## src/rtl/coin_acceptor.sv

```systemverilog
// coin_acceptor: conditions the raw coin sensors and feeds clean coin pulses to vending_machine.
// Each sensor line is synchronised, debounced and jam-monitored. Rising edges are queued in a
// small FIFO, and an IDLE/PULSE/GAP FSM meters the queued coins out.
// Optional feature: define COIN_TOTAL_EN to add the saturating credit_total output.
module coin_acceptor #(
   parameter int DEBOUNCE_CYCLES = 4,
   parameter int GAP_CYCLES      = 2,
   parameter int FIFO_DEPTH      = 4,
   parameter int JAM_CYCLES      = 64
) (
   input  logic                          clk,
   input  logic                          reset,
   input  logic                          sense_1,
   input  logic                          sense_2,
   input  logic                          accept_en,
   output logic                          coin_1,
   output logic                          coin_2,
   output logic                          coin_reject,
   output logic                          jam,
   output logic [$clog2(FIFO_DEPTH):0]   fifo_count
`ifdef COIN_TOTAL_EN
   ,
   output logic [7:0]                    credit_total
`endif
);

   localparam int DBW = $clog2(DEBOUNCE_CYCLES + 1);
   localparam int JW  = $clog2(JAM_CYCLES + 1);
   localparam int AW  = $clog2(FIFO_DEPTH);
   localparam int CW  = AW + 1;
   localparam int GW  = $clog2(GAP_CYCLES + 2);

   localparam logic [DBW-1:0] DB_LAST  = DBW'(DEBOUNCE_CYCLES - 1);
   localparam logic [JW-1:0]  JAM_LAST = JW'(JAM_CYCLES - 1);
   localparam logic [GW-1:0]  GAP_LAST = GW'((GAP_CYCLES > 0) ? (GAP_CYCLES - 1) : 0);
   localparam logic [CW-1:0]  CNT_FULL = CW'(FIFO_DEPTH);

   typedef enum logic [1:0] {ST_IDLE, ST_PULSE, ST_GAP} state_t;

   // Reset: asserts asynchronously, releases on a clock edge.
   logic [1:0] r_rst_sync;
   logic       w_rst_n;

   // Assert immediately with reset, release through two flops.
   always_ff @(posedge clk or negedge reset) begin
      if (!reset) r_rst_sync <= 2'b00;
      else        r_rst_sync <= {r_rst_sync[0], 1'b1};
   end
   assign w_rst_n = r_rst_sync[1];

   // Per-channel conditioning (bit 0 = Rs1 sensor, bit 1 = Rs2 sensor).
   logic [1:0] w_sense;
   logic [1:0] w_evt;
   logic [1:0] w_jam;
   assign w_sense = {sense_2, sense_1};

   generate
      for (genvar gi = 0; gi < 2; gi++) begin : g_ch
         logic [1:0]     r_sync;
         logic [DBW-1:0] r_db_cnt;
         logic           r_deb;
         logic           r_deb_d;
         logic [JW-1:0]  r_jam_cnt;
         logic           r_jam;
         logic           r_evt;

         // Synchronise the raw sensor and flip the debounced level after a stable disagreement run.
         always_ff @(posedge clk or negedge w_rst_n) begin
            if (!w_rst_n) begin
               r_sync   <= 2'b00;
               r_db_cnt <= '0;
               r_deb    <= 1'b0;
               r_deb_d  <= 1'b0;
            end else begin
               r_sync  <= {r_sync[0], w_sense[gi]};
               r_deb_d <= r_deb;
               if (r_sync[1] != r_deb) begin
                  if (r_db_cnt == DB_LAST) begin
                     r_deb    <= r_sync[1];
                     r_db_cnt <= '0;
                  end else begin
                     r_db_cnt <= r_db_cnt + DBW'(1);
                  end
               end else begin
                  r_db_cnt <= '0;
               end
            end
         end

         // Jam detection on a long debounced-high run; the rising-edge event is registered here too.
         always_ff @(posedge clk or negedge w_rst_n) begin
            if (!w_rst_n) begin
               r_jam_cnt <= '0;
               r_jam     <= 1'b0;
               r_evt     <= 1'b0;
            end else begin
               r_evt <= r_deb & ~r_deb_d & ~r_jam;
               if (!r_deb) begin
                  r_jam_cnt <= '0;
                  r_jam     <= 1'b0;
               end else if (!r_jam) begin
                  if (r_jam_cnt == JAM_LAST) r_jam <= 1'b1;
                  else                       r_jam_cnt <= r_jam_cnt + JW'(1);
               end
            end
         end

         assign w_evt[gi] = r_evt;
         assign w_jam[gi] = r_jam;
      end
   endgenerate

   // Arbitration between the two event sources and the FIFO.
   state_t          r_state;
   state_t          w_state_next;
   logic [GW-1:0]   r_gap_cnt;
   logic [AW-1:0]   r_wr_ptr;
   logic [AW-1:0]   r_rd_ptr;
   logic [CW-1:0]   r_count;
   logic            r_reject;
   logic            r_cur;
   logic            r_mem [FIFO_DEPTH];
   logic            w_one;
   logic            w_both;
   logic            w_full;
   logic            w_empty;
   logic            w_pop;
   logic            w_push;
   logic            w_drop;

   assign w_one   = w_evt[0] ^ w_evt[1];
   assign w_both  = w_evt[0] & w_evt[1];
   assign w_full  = (r_count == CNT_FULL);
   assign w_empty = (r_count == '0);
   assign w_pop   = (r_state == ST_IDLE) && !w_empty && accept_en;
   assign w_push  = w_one && (!w_full || w_pop);
   assign w_drop  = w_both || (w_one && w_full && !w_pop);

   // Coin storage: entry 0 = Rs1, 1 = Rs2; contents are not reset, only the pointers.
   always_ff @(posedge clk) begin
      if (w_push) r_mem[r_wr_ptr] <= w_evt[1];
   end

   // Registered read of the head entry when the FSM pops it.
   always_ff @(posedge clk) begin
      if (w_pop) r_cur <= r_mem[r_rd_ptr];
   end

   // Pointer, occupancy and reject-pulse bookkeeping.
   always_ff @(posedge clk or negedge w_rst_n) begin
      if (!w_rst_n) begin
         r_wr_ptr <= '0;
         r_rd_ptr <= '0;
         r_count  <= '0;
         r_reject <= 1'b0;
      end else begin
         r_reject <= w_drop;
         if (w_push) r_wr_ptr <= r_wr_ptr + AW'(1);
         if (w_pop)  r_rd_ptr <= r_rd_ptr + AW'(1);
         case ({w_push, w_pop})
            2'b10:   r_count <= r_count + CW'(1);
            2'b01:   r_count <= r_count - CW'(1);
            default: r_count <= r_count;
         endcase
      end
   end

   // FSM state register and gap timer.
   always_ff @(posedge clk or negedge w_rst_n) begin
      if (!w_rst_n) begin
         r_state   <= ST_IDLE;
         r_gap_cnt <= '0;
      end else begin
         r_state <= w_state_next;
         if (r_state == ST_PULSE)    r_gap_cnt <= '0;
         else if (r_state == ST_GAP) r_gap_cnt <= r_gap_cnt + GW'(1);
      end
   end

   // FSM next state; accept_en only matters while idle.
   always_comb begin
      w_state_next = r_state;
      case (r_state)
         ST_IDLE:  if (w_pop) w_state_next = ST_PULSE;
         ST_PULSE: w_state_next = (GAP_CYCLES == 0) ? ST_IDLE : ST_GAP;
         ST_GAP:   if (r_gap_cnt == GAP_LAST) w_state_next = ST_IDLE;
         default:  w_state_next = ST_IDLE;
      endcase
   end

   // FSM outputs: exactly one coin line during PULSE, selected by the popped entry.
   always_comb begin
      coin_1 = 1'b0;
      coin_2 = 1'b0;
      if (r_state == ST_PULSE) begin
         coin_1 = ~r_cur;
         coin_2 = r_cur;
      end
   end

   assign coin_reject = r_reject;
   assign jam         = |w_jam;
   assign fifo_count  = r_count;

`ifdef COIN_TOTAL_EN
   logic [7:0] r_credit;

   // Saturating running total of forwarded coin value.
   always_ff @(posedge clk or negedge w_rst_n) begin
      if (!w_rst_n) begin
         r_credit <= 8'd0;
      end else if (r_state == ST_PULSE) begin
         if (r_cur) r_credit <= (r_credit >= 8'd254) ? 8'd255 : r_credit + 8'd2;
         else       r_credit <= (r_credit == 8'd255) ? 8'd255 : r_credit + 8'd1;
      end
   end
   assign credit_total = r_credit;
`endif

endmodule
```

## config.mk

```make
export PLATFORM = sky130hd
export DESIGN_NAME = coin_acceptor
export DESIGN_NICKNAME = d
export VERILOG_FILES = /design/src/rtl/coin_acceptor.sv
export SDC_FILE = /design/constraint.sdc
export NUM_CORES = 1
export LEC_CHECK = 0
export BUFFER_PORTS_ARGS = -buffer_cell sky130_fd_sc_hd__buf_2
export CAP_MARGIN = 10
export CORE_UTILIZATION = 35
export CTS_CLUSTER_DIAMETER = 120
export DETAILED_ROUTE_END_ITERATION = 10
export GPL_TIMING_DRIVEN = 0
export PLACE_DENSITY = 0.6
export SYNTH_ARGS = -nofsm -noshare
export SYNTH_HDL_FRONTEND = slang
export SYNTH_SLANG_ARGS = --single-unit
```

## constraint.sdc

```tcl
create_clock -name clk -period 1.82 [get_ports clk]
set_input_delay 0 -clock clk [delete_from_list [all_inputs] [get_ports clk]]
set_output_delay 0 -clock clk [all_outputs]
set_load 0.05 [all_outputs]
```

==> qor.json <==
{
  "cts": {
    "cts.reportedPaths.clkPinSlew_ns": 0.09,
    "cts_buffers": 5,
    "max-clock-path-buffers": 2,
    "clock_tree_from_tritoncts": "yes",
    "cts_sinks": 51,
    "root_buffer": "sky130_fd_sc_hd__clkbuf_8",
    "worst_skew_pair.late_latency_ns": 0.30,
    "htreeDepth": 2
  },
  "synthesis": {
    "yosys_warning_total": 0,
    "postSynthCellCount": 184,
    "synth_top_flop_cell": "sky130_fd_sc_hd__dfrtp_1",
    "synth_edf_count": 5,
    "post_synthesis_instance_area_um2": 2330,
    "synthesized_flop_and_latch_total": 51,
    "synthArstFlopShare": 0.902,
    "synth.lib_cells_used.distinct": 39,
    "seq_area_frac_synth": 0.559,
    "synthesis.area_per_instance_um2": 12.6,
    "syn_nets": 205
  },
  "timing": {
    "final.hold.worst_slack_ns": 0.145,
    "finalHoldViolCount": 0,
    "setup_viol": 1,
    "layout_setup_ws_ns": -0.0271,
    "skew_ns": 0.00466,
    "timing.final.max_slew_violations": 0,
    "fmax_mhz": 541,
    "rsz0062_at_grt": "yes",
    "timing.final.crit_period_ns": 1.85,
    "post-route-period-util": 1.01
  },
  "critical_path": {
    "worst_setup_path_start_kind": "flip-flop",
    "criticalPathCategory": "reg2reg",
    "worst_path_max_fanout": 3,
    "worstPathRequired_ns": 2.05,
    "worst_setup_path_end_kind": "flip-flop",
    "worst_ep_arrival_time_ns": 2.07
  },
  "cells_and_area": {
    "area_added_between_synthesis_and_finish_pct": 19.2,
    "layout.cells.most_common_list": "sky130_fd_sc_hd__dfrtp_1 (42), sky130_fd_sc_hd__nand2_1 (13), sky130_fd_sc_hd__ha_1 (12), sky130_fd_sc_hd__buf_2 (11)",
    "layout_commonest_cell": "sky130_fd_sc_hd__dfrtp_1",
    "antenna_cells_inserted": 0,
    "fraction_of_layout_instances_using_a_drive_strength_above_1": 0.258,
    "design.final.nets": 237,
    "finish.utilization": 0.434
  },
  "global_route": {
    "globalRouteTotalUtil": 0.117,
    "first_pass_grt_wire_length_um": 6510,
    "grt_max_degree": 31,
    "vias_in_the_first_global_route": 1433,
    "globalRouteOverflowTotal": 0,
    "antenna_found_initial": 0
  },
  "detailed_routing": {
    "route.final.wire_length_um": 3590,
    "drt_drc_violations_left": 0,
    "detailedRoute.firstPassIterationCount": 4,
    "drt.antenna.violating_nets": 0,
    "wl_per_cell_um": 12.2,
    "vias_per_cell": 4.77,
    "routed-via-count": 1402,
    "drt_first_iter_violations": 47
  },
  "die": {
    "io_pins": 12,
    "dieWidth_um": 83.5,
    "initial_core_util": 0.364,
    "design.die.area_um2": 6980,
    "floorplan.rows": 29,
    "die-height_um": 83.5,
    "placeableCoreArea_um2": 6390
  },
  "power": {
    "power.leakage_nw": 1.28,
    "total_power_mw": 4.35,
    "ir_worst_vdd_v": 0.00130,
    "power.density_nw_per_um2": 1570
  },
  "place": {
    "io_buffer_count": 11,
    "dp_hpwl_um": 2430,
    "post-place-ws_ns": -0.275,
    "globalplace.congestion": 0.686
  },
  "worst_hold_path": {
    "hold_class": "in2reg"
  },
  "run_status": {
    "outcome": "finished, violations left",
    "violated_checks": "setup timing"
  },
  "flow_run": {
    "drv.max_cap_violation_count": 0
  }
}
==> Yosys cell counts (all sizes together) (6+ instances only) <==
| library cell | instances | area [µm²] |
|---|---|---|
| and2 | 6 | 37.5 |
| a21oi | 6 | 37.5 |
| nor2b | 9 | 56.3 |
| ha | 15 | 188 |
| inv | 12 | 45.0 |
| mux2i | 6 | 60.1 |
| mux2 | 6 | 67.6 |
| nand2 | 14 | 52.6 |
| o21ai | 7 | 35.0 |
| dfrtp | 46 | 1150 |
| a31oi | 8 | 80.1 |
==> registers in the layout (all words and copies together) (netlist names) <==
name	count
r_mem	4
g_ch.r_deb	2
r_cur	1
r_state	2
g_ch.r_deb_d	2
g_ch.r_jam	2
fifo_count	3
r_gap_cnt	2
g_ch.r_sync	4
r_wr_ptr	2
g_ch.r_db_cnt	6
g_ch.r_jam_cnt	14
r_rst_sync	2
g_ch.r_evt	2
r_rd_ptr	2
coin_reject	1
==> what timing repair did <==
action / 4_1_cts / 5_1_grt
hold buffers: 4 / 0
pin swaps: 5 / 6
resized for setup: 10 / 1
hold endpoints to repair: 4 / 0
setup endpoints to repair: 2 / 2
buffers inserted: 7 / 2
==> worst max-delay path, stage by stage (launching register included) <==
cell and delay, ns:
sky130_fd_sc_hd__dfrtp_1 0.39, sky130_fd_sc_hd__inv_2 0.07, sky130_fd_sc_hd__ha_4 0.18, sky130_fd_sc_hd__nand2_4 0.07, sky130_fd_sc_hd__a31oi_4 0.09, sky130_fd_sc_hd__inv_2 0.09, sky130_fd_sc_hd__ha_4 0.14, sky130_fd_sc_hd__inv_2 0.04
sky130_fd_sc_hd__fa_2 0.32, sky130_fd_sc_hd__xor2_1 0.14, sky130_fd_sc_hd__nor2_1 0.11, sky130_fd_sc_hd__xor2_1 0.14
==> path summary, 6_finish.rpt <==
kind / start / to / slack (ns) / cells past startpoint
setup / recovery: r_state[1] / fifo_count[2] / -0.03 / 11
hold / removal: accept_en / coin_reject / 0.15 / 3
setup reg to reg: r_state[1] / fifo_count[2] / -0.03 / 11
hold reg to reg: r_rst_sync[1] / coin_reject / 0.17 / 0
max in group asynchronous: reset / r_rst_sync[1] / 1.13 / 3
min in group asynchronous: r_rst_sync[1] / coin_reject / 0.17 / 0
==> cells by family after synthesis <==
kind of cell,share of synthesized area
adder cells (fa/ha/maj),0.0893
AND/OR/NAND/NOR,0.149
other,0.00161
flip-flops,0.559
AO/OA/AOI/OAI,0.0834
XOR/XNOR,0.0301
multiplexers,0.0645
buffers and inverters,0.0226
==> where the power goes <==
group          total, mW  switching [mW]  leakage, nW  internal, mW
sequential          1.82           0.298        0.630          1.52
clock              0.692           0.344       0.0515         0.347
combinational       1.84           0.960        0.598         0.878
total               4.35            1.60         1.28          2.74
==> through the flow <==
stage          TNS, ns  instances  instance area, µm²
3_3_place_gp     -5.79        272                2490
3_5_place_dp    -0.512        273                2510
6_report       -0.0271        294                2770
2_1_floorplan   -0.169        184                2340
4_1_cts         -0.100        292                2750
5_1_grt         -0.198        294                2770
==> area by class of cell <==
| class | count | area [µm²] |
|---|---|---|
| Buffer | 2 | 7.51 |
| Clock buffer | 8 | 100 |
| Sequential cell | 51 | 1310 |
| Inverter | 12 | 45.0 |
| Tap cell | 77 | 96.3 |
| Timing Repair Buffer | 25 | 183 |
| Multi-Input combinational cell | 119 | 1030 |
| Fill cell | 599 | 3610 |
==> per-layer routing <==
metal / vias up / GRT usage / part of all wire
li1: 700 / - / -
met1: 680 / 0.144 / 0.48
met2: 15 / 0.196 / 0.48
met3: 7 / 0.0297 / 0.028
met4: 0 / 0.0462 / 0.016
met5: - / 0 / 0
Power figures use the tool's default switching activity.
